[config.mk]
export PLATFORM = sky130hd
export DESIGN_NAME = alu_share_ctrl
export DESIGN_NICKNAME = d
export VERILOG_FILES = /design/src/rtl/alu_share_ctrl.sv
export SDC_FILE = /design/constraint.sdc
export NUM_CORES = 1
export LEC_CHECK = 0
export CELL_PAD_IN_SITES_DETAIL_PLACEMENT = 0
export CELL_PAD_IN_SITES_GLOBAL_PLACEMENT = 1
export CORE_MARGIN = 1
export CORE_UTILIZATION = 44
export DETAILED_ROUTE_END_ITERATION = 10
export DONT_BUFFER_PORTS = 1
export GPL_TIMING_DRIVEN = 0
export HOLD_SLACK_MARGIN = 0.05
export MAX_ROUTING_LAYER = met4
export PLACE_DENSITY_LB_ADDON = 0.1
export REMOVE_ABC_BUFFERS = 1
export SYNTH_ARGS = -nofsm -noshare
export SYNTH_HDL_FRONTEND = slang
export SYNTH_SLANG_ARGS = --single-unit
[constraint.sdc]
create_clock -name clk -period 1.5 [get_ports clk]
set_input_delay 0.15 -clock clk [delete_from_list [all_inputs] [get_ports clk]]
set_output_delay 0.15 -clock clk [all_outputs]
set_load 0.03 [all_outputs]
[src/rtl/alu_share_ctrl.sv]
`default_nettype none
// ============================================================================
// Module      : alu_share_ctrl
// Description : Round-robin sequencer sharing one combinational ALU between two
//               valid/ready requesters; result returned with a requester ID tag.
//               Optional ALU_FLAGS_EN adds zero/carry result flags.
// Revision    : 1.0 - initial release
// ============================================================================
module alu_share_ctrl #(
    parameter int DATA_W = 4,
    parameter int OP_W   = 3
) (
    input  logic              clk,
    input  logic              rst_n,
    input  logic              req0_valid,
    output logic              req0_ready,
    input  logic [OP_W-1:0]   req0_op,
    input  logic [DATA_W-1:0] req0_a,
    input  logic [DATA_W-1:0] req0_b,
    input  logic              req1_valid,
    output logic              req1_ready,
    input  logic [OP_W-1:0]   req1_op,
    input  logic [DATA_W-1:0] req1_a,
    input  logic [DATA_W-1:0] req1_b,
    output logic [OP_W-1:0]   alu_op,
    output logic [DATA_W-1:0] alu_a,
    output logic [DATA_W-1:0] alu_b,
    input  logic [DATA_W-1:0] alu_y,
`ifdef ALU_FLAGS_EN
    input  logic              alu_cout,
    output logic              resp_zero,
    output logic              resp_carry,
`endif
    output logic              resp_valid,
    input  logic              resp_ready,
    output logic [DATA_W-1:0] resp_y,
    output logic              resp_id
);

    typedef enum logic [1:0] {
        S_IDLE = 2'd0,
        S_EXEC = 2'd1,
        S_RESP = 2'd2
    } state_t;

    state_t              state_q, state_d;
    logic                rr_ptr_q, rr_ptr_d;
    logic [OP_W-1:0]     alu_op_q, alu_op_d;
    logic [DATA_W-1:0]   alu_a_q, alu_a_d;
    logic [DATA_W-1:0]   alu_b_q, alu_b_d;
    logic [DATA_W-1:0]   resp_y_q, resp_y_d;
    logic                resp_id_q, resp_id_d;
    logic                resp_valid_q, resp_valid_d;
`ifdef ALU_FLAGS_EN
    logic                resp_zero_q, resp_zero_d;
    logic                resp_carry_q, resp_carry_d;
`endif
    logic                grant_id;
    logic                any_valid;

    always_comb begin
        any_valid    = req0_valid | req1_valid;
        grant_id     = (req0_valid && req1_valid) ? rr_ptr_q : req1_valid;
        req0_ready   = 1'b0;
        req1_ready   = 1'b0;
        state_d      = state_q;
        rr_ptr_d     = rr_ptr_q;
        alu_op_d     = alu_op_q;
        alu_a_d      = alu_a_q;
        alu_b_d      = alu_b_q;
        resp_y_d     = resp_y_q;
        resp_id_d    = resp_id_q;
        resp_valid_d = resp_valid_q;
`ifdef ALU_FLAGS_EN
        resp_zero_d  = resp_zero_q;
        resp_carry_d = resp_carry_q;
`endif
        case (state_q)
            S_IDLE: begin
                // Ready is masked while reset is held so nothing looks accepted.
                if (any_valid && rst_n) begin
                    req0_ready = ~grant_id;
                    req1_ready = grant_id;
                    alu_op_d   = grant_id ? req1_op : req0_op;
                    alu_a_d    = grant_id ? req1_a  : req0_a;
                    alu_b_d    = grant_id ? req1_b  : req0_b;
                    resp_id_d  = grant_id;
                    rr_ptr_d   = ~grant_id;
                    state_d    = S_EXEC;
                end
            end
            S_EXEC: begin
                resp_y_d     = alu_y;
                resp_valid_d = 1'b1;
`ifdef ALU_FLAGS_EN
                resp_zero_d  = (alu_y == '0);
                resp_carry_d = alu_cout;
`endif
                state_d      = S_RESP;
            end
            S_RESP: begin
                if (resp_ready) begin
                    resp_valid_d = 1'b0;
                    state_d      = S_IDLE;
                end
            end
            default: state_d = S_IDLE;
        endcase
    end

    always_ff @(posedge clk or negedge rst_n) begin
        if (!rst_n) begin
            state_q      <= S_IDLE;
            rr_ptr_q     <= 1'b0;
            alu_op_q     <= '0;
            alu_a_q      <= '0;
            alu_b_q      <= '0;
            resp_y_q     <= '0;
            resp_id_q    <= 1'b0;
            resp_valid_q <= 1'b0;
`ifdef ALU_FLAGS_EN
            resp_zero_q  <= 1'b0;
            resp_carry_q <= 1'b0;
`endif
        end else begin
            state_q      <= state_d;
            rr_ptr_q     <= rr_ptr_d;
            alu_op_q     <= alu_op_d;
            alu_a_q      <= alu_a_d;
            alu_b_q      <= alu_b_d;
            resp_y_q     <= resp_y_d;
            resp_id_q    <= resp_id_d;
            resp_valid_q <= resp_valid_d;
`ifdef ALU_FLAGS_EN
            resp_zero_q  <= resp_zero_d;
            resp_carry_q <= resp_carry_d;
`endif
        end
    end

    assign alu_op     = alu_op_q;
    assign alu_a      = alu_a_q;
    assign alu_b      = alu_b_q;
    assign resp_y     = resp_y_q;
    assign resp_id    = resp_id_q;
    assign resp_valid = resp_valid_q;
`ifdef ALU_FLAGS_EN
    assign resp_zero  = resp_zero_q;
    assign resp_carry = resp_carry_q;
`endif

endmodule
`default_nettype wire

; ---- Word level (Yosys, flattened, before mapping)
; Cells that the tools add are included.
[word_totals]
output_inout_bits = 19
inputBits = 31
regBits = 20
[op_classes]
n_eq_ne = 4
muxes = 13
n_reduce_logical = 7
n_bitwise = 2
[ops]
columns = operator, count
row1 = 2-to-1 mux 4 bit, 2
row2 = 2-to-1 mux 1 bit, 6
row3 = case mux 2 bit (3 select lines), 1
row4 = AND reduction 2 bit, 3
row5 = 2-to-1 mux 2 bit, 2
row6 = inequality test 2 bit (second input constant), 2
row7 = 2-to-1 mux 3 bit, 1
row8 = equality test 2 x 1 -> 1 bit (second input constant), 1
row9 = equality test 2 bit (second input constant), 1
row10 = logical AND 1 bit, 2
row11 = logical NOT 2 bit, 1
row12 = case mux 1 bit (2 select lines), 1
row13 = nonzero test 2 bit, 1
row14 = NOT 1 bit, 1
row15 = OR 1 bit, 1

; ---- Depth between registers and ports, before layout
[depth]
depth_word = 5
mapped_depth = 4
depth_no_buf = 3

; ---- Least setup slack after synthesis
; OpenSTA, ideal clock, no wires.
[synth_timing]
path_kind = reg2out
from = register rr_ptr_q
to = output port req0_ready
t_arrival_ps = 1841
n_path_buf = 1
path_stages_with_launch = 4
required_ps = 1350
setup_slack_ps = -491
path_cell_list = dfrtp_1 > a21bo_2 > buf_2 > nor4b_1
[synth_via]
elab_chain_cells = 4
[synth_lines]
columns = element, line
row1 = from (decl), 47  ; logic rr_ptr_q, rr_ptr_d;
row2 = from (signal assigned), 127  ; rr_ptr_q <= rr_ptr_d;
row3 = 2-to-1 mux 1 bit, 63  ; grant_id = (req0_valid && req1_valid) ? rr_ptr_q : req1_valid;
row4 = NOT 1 bit, 82  ; req0_ready = ~grant_id;
row5 = 2-to-1 mux 1 bit, 81  ; if (any_valid && rst_n) begin
row6 = 2-to-1 mux 1 bit, 78  ; case (state_q)
row7 = to (decl), 16  ; output logic req0_ready,
; No other way between the ends.

; ---- Worst setup path in the final report
[layout_timing]
from = register state_q[1]
to = output port req0_ready
[layout_via]
elab_chain_cells = 2
[layout_lines]
columns = element, line
row1 = from (decl), 46  ; state_t state_q, state_d;
row2 = from (signal assigned), 126  ; state_q <= state_d;
row3 = logical NOT 2 bit, 78
row4 = 2-to-1 mux 1 bit, 78
; No other way between the ends.

==> flow_metrics.py <==
metrics = {
    "drt": {
        "ant_nets": 0,
        "vias": 660,
        "wl_met2_um": 1070,
        "post_drt_wl_per_cell_um": 18.6,
        "wl_um": 1990,
        "drt_first_pass_iters": 4,
        "top_layer_used": "met4",
        "drtIter0Drc": 6,
        "dr_wl_met3_um": 123,
        "routed_via_density": 6.17,
        "m1WireLength_um": 792,
        "drc": 0,
    },
    "grt": {
        "antenna_found_initial": 0,
        "grt_pass1_vias": 635,
        "grt_max_degree": 21,
        "globalRouteOverflowTotal": 0,
        "grt_use_total": 0.197,
        "grt_pass1_wl_um": 2850,
    },
    "worst_setup_path": {
        "r2r_end": "alu_b[1]$_DFFE_PN0P_",
        "start_kind": "flop",
        "reg2reg_depth": 4,
        "crit_required_ns": 1.35,
        "r2r_slack_ns": 0.10,
        "r2r-start": "state_q[1]$_DFFE_PN0P_",
        "path_class": "reg -> out",
        "endpoint_kind": "primary output",
        "crit_fanout": 3,
        "crit_arrival_ns": 1.39,
    },
    "place": {
        "placed_cells": 91,
        "pre_cts_slack_ns": -0.535,
        "gp_congestion": 0.624,
        "post-dp-hpwl_um": 1260,
        "port_buffers": 0,
    },
    "synth": {
        "synth_top_area_cell": "dfrtp_1",
        "synth.avg_cell_area_um2": 13.1,
        "yosysSeqAreaShare": 0.555,
        "synth.distinct_cells": 20,
        "synthesis.area_um2": 902,
        "ys.warnings.count": 0,
        "synthTopCellsByArea": "dfrtp_1 (55%), a2bb2oi_1 (11%), o32ai_1 (11%), mux2_2 (5.0%), nor3b_4 (2.1%)",
        "synth_seq_cells": 20,
        "synth_top_area_frac": 0.555,
        "synthCells": 69,
    },
    "floorplan": {
        "die_h_um": 47.3,
        "io_pins": 50,
        "start_util": 0.465,
        "die-area_um2": 2240,
        "die_w_um": 47.3,
        "fp-row-count": 16,
        "core_area_um2": 1940,
    },
    "sta": {
        "skew_ns": 0.00383,
        "slew_headroom": 0.394,
        "min_period_ns": 1.54,
        "fin_crit_sh": 1.02,
        "clock.fmax_ghz": 0.651,
        "tightest_slew_ns": 0.907,
        "worst_hold_slack_ns": 0.0597,
        "slew_violations": 0,
        "hold_viol_final": 0,
        "setup_viol": 2,
        "rsz0062_at_grt": "true",
        "setup_slack_ns": -0.0362,
    },
    "final_layout": {
        "final_cell_count_no_fill": 107,
        "drive_gt1_frac": 0.288,
        "n_antenna_cell": 0,
        "nets": 113,
        "area_growth_pct": 20.2,
    },
    "status": {
        "status": "finished with violations",
        "violations": "setup timing",
    },
    "hold_path": {
        "whs_path_depth": 2,
        "hold_start": "req0_b[2]",
        "hold_end": "alu_b[2]$_DFFE_PN0P_",
        "min_path_type": "in -> reg",
    },
    "clock_tree": {
        "root_buffer": "clkbuf_4",
        "htree_levels": 1,
        "cts_buffer_depth": 2,
        "numCtsBuffers": 3,
        "clock_latency_ns": 0.29,
        "clock_sinks": 20,
        "clk_pin_slew_ns": 0.10,
        "cts_tree": "done",
    },
    "power_and_ir_drop": {
        "powerDensity_nw_per_um2": 2060,
        "ir_drop_mv": 1.05,
        "leakage_uw": 0.000431,
    },
    "flow_run": {
        "maxCapViolations": 0,
    },
}
==> kinds of logic after synthesis <==
logic type	synth area share
mux	0.0499
buf+inv	0.0402
simple gates	0.0818
flops	0.555
compound gates	0.273
==> metal layers <==
metal	vias up	track usage
met5	-	-
met4	0	0.0857
met3	2	0.0231
met2	28	0.323
met1	334	0.243
li1	296	-
==> final cells by class <==
class	instances	area, um2
Inverter	2	7.51
Multi-Input combinational cell	42	403
Clock buffer	3	22.5
Tap cell	27	33.8
Fill cell	188	857
Timing Repair Buffer	13	115
Sequential cell	20	503
==> cell usage in the layout (no fill, tap or decap), types with 3 or more instances in the layout <==
cell / netlist / final
buf_4: 0 / 6
a21oi_1: 3 / 3
mux2_2: 4 / 4
dfrtp_1: 20 / 18
clkbuf_4: 0 / 3
dlygate4sd3_1: 0 / 7
a2bb2oi_1: 11 / 11
o32ai_1: 11 / 11
==> power breakdown <==
group	total [uW]	leakage (uW)	switching (uW)	internal, uW
clock	240	0.0000138	147	93.2
sequential	1400	0.000223	626	776
combinational	596	0.000194	258	338
total	2240	0.000431	1030	1210
==> critical path, stage by stage (launching register included) <==
cell and delay, ns:
dfrtp_2 0.45, buf_4 0.15, nor4b_4 0.50
==> metrics by stage <==
step,TNS (ns),power [uW],area [um2],util
after global placement,-2.25,1850,907,0.467
after floorplan,-0.605,1760,873,-
after global routing,-0.162,2360,1080,0.559
after CTS,-0.0994,2250,1080,0.557
after detailed placement,-2.60,1880,907,0.467
final,-0.0509,2240,1080,0.559
==> synth_stat cells <==
master	n
a21o_1	1
nor4b_1	1
clkbuf_1	2
a21bo_2	1
o21a_4	1
nor3b_2	1
a31oi_1	1
a21oi_1	3
inv_1	2
or2_2	1
nor2b_1	2
buf_2	2
dfrtp_1	20
buf_6	1
nor3b_4	1
o32ai_1	11
nand2_1	2
nor3b_1	1
mux2_2	4
a2bb2oi_1	11
==> how the worst max path moves through the flow <==
stage	slack [ns]	startpoint	to	depth (start not counted)
after floorplan	-0.40	rr_ptr_q$_DFFE_PN0P_	req0_ready	2
after global placement	-0.53	rr_ptr_q$_DFFE_PN0P_	req0_ready	2
after detailed placement	-0.54	rr_ptr_q$_DFFE_PN0P_	req0_ready	2
after CTS	-0.09	rr_ptr_q$_DFFE_PN0P_	req0_ready	2
after global routing	-0.09	state_q[1]$_DFFE_PN0P_	req1_ready	2
final	-0.04	state_q[1]$_DFFE_PN0P_	req0_ready	2
==> sequential cells by signal, indices dropped and copies added (netlist names) <==
signal / flops
alu_a: 4
state_q: 2
resp_valid: 1
rr_ptr_q: 1
alu_b: 4
alu_op: 3
resp_id: 1
resp_y: 4
==> repair_timing <==
item	4_1_cts	5_1_grt
endpoints found under the hold margin	26	0
hold buffers	7	0
setup buffers	6	0
pin swaps	3	1
setup endpoints to repair	14	3
gates resized for setup	8	1
Power figures use the tool's default switching activity.
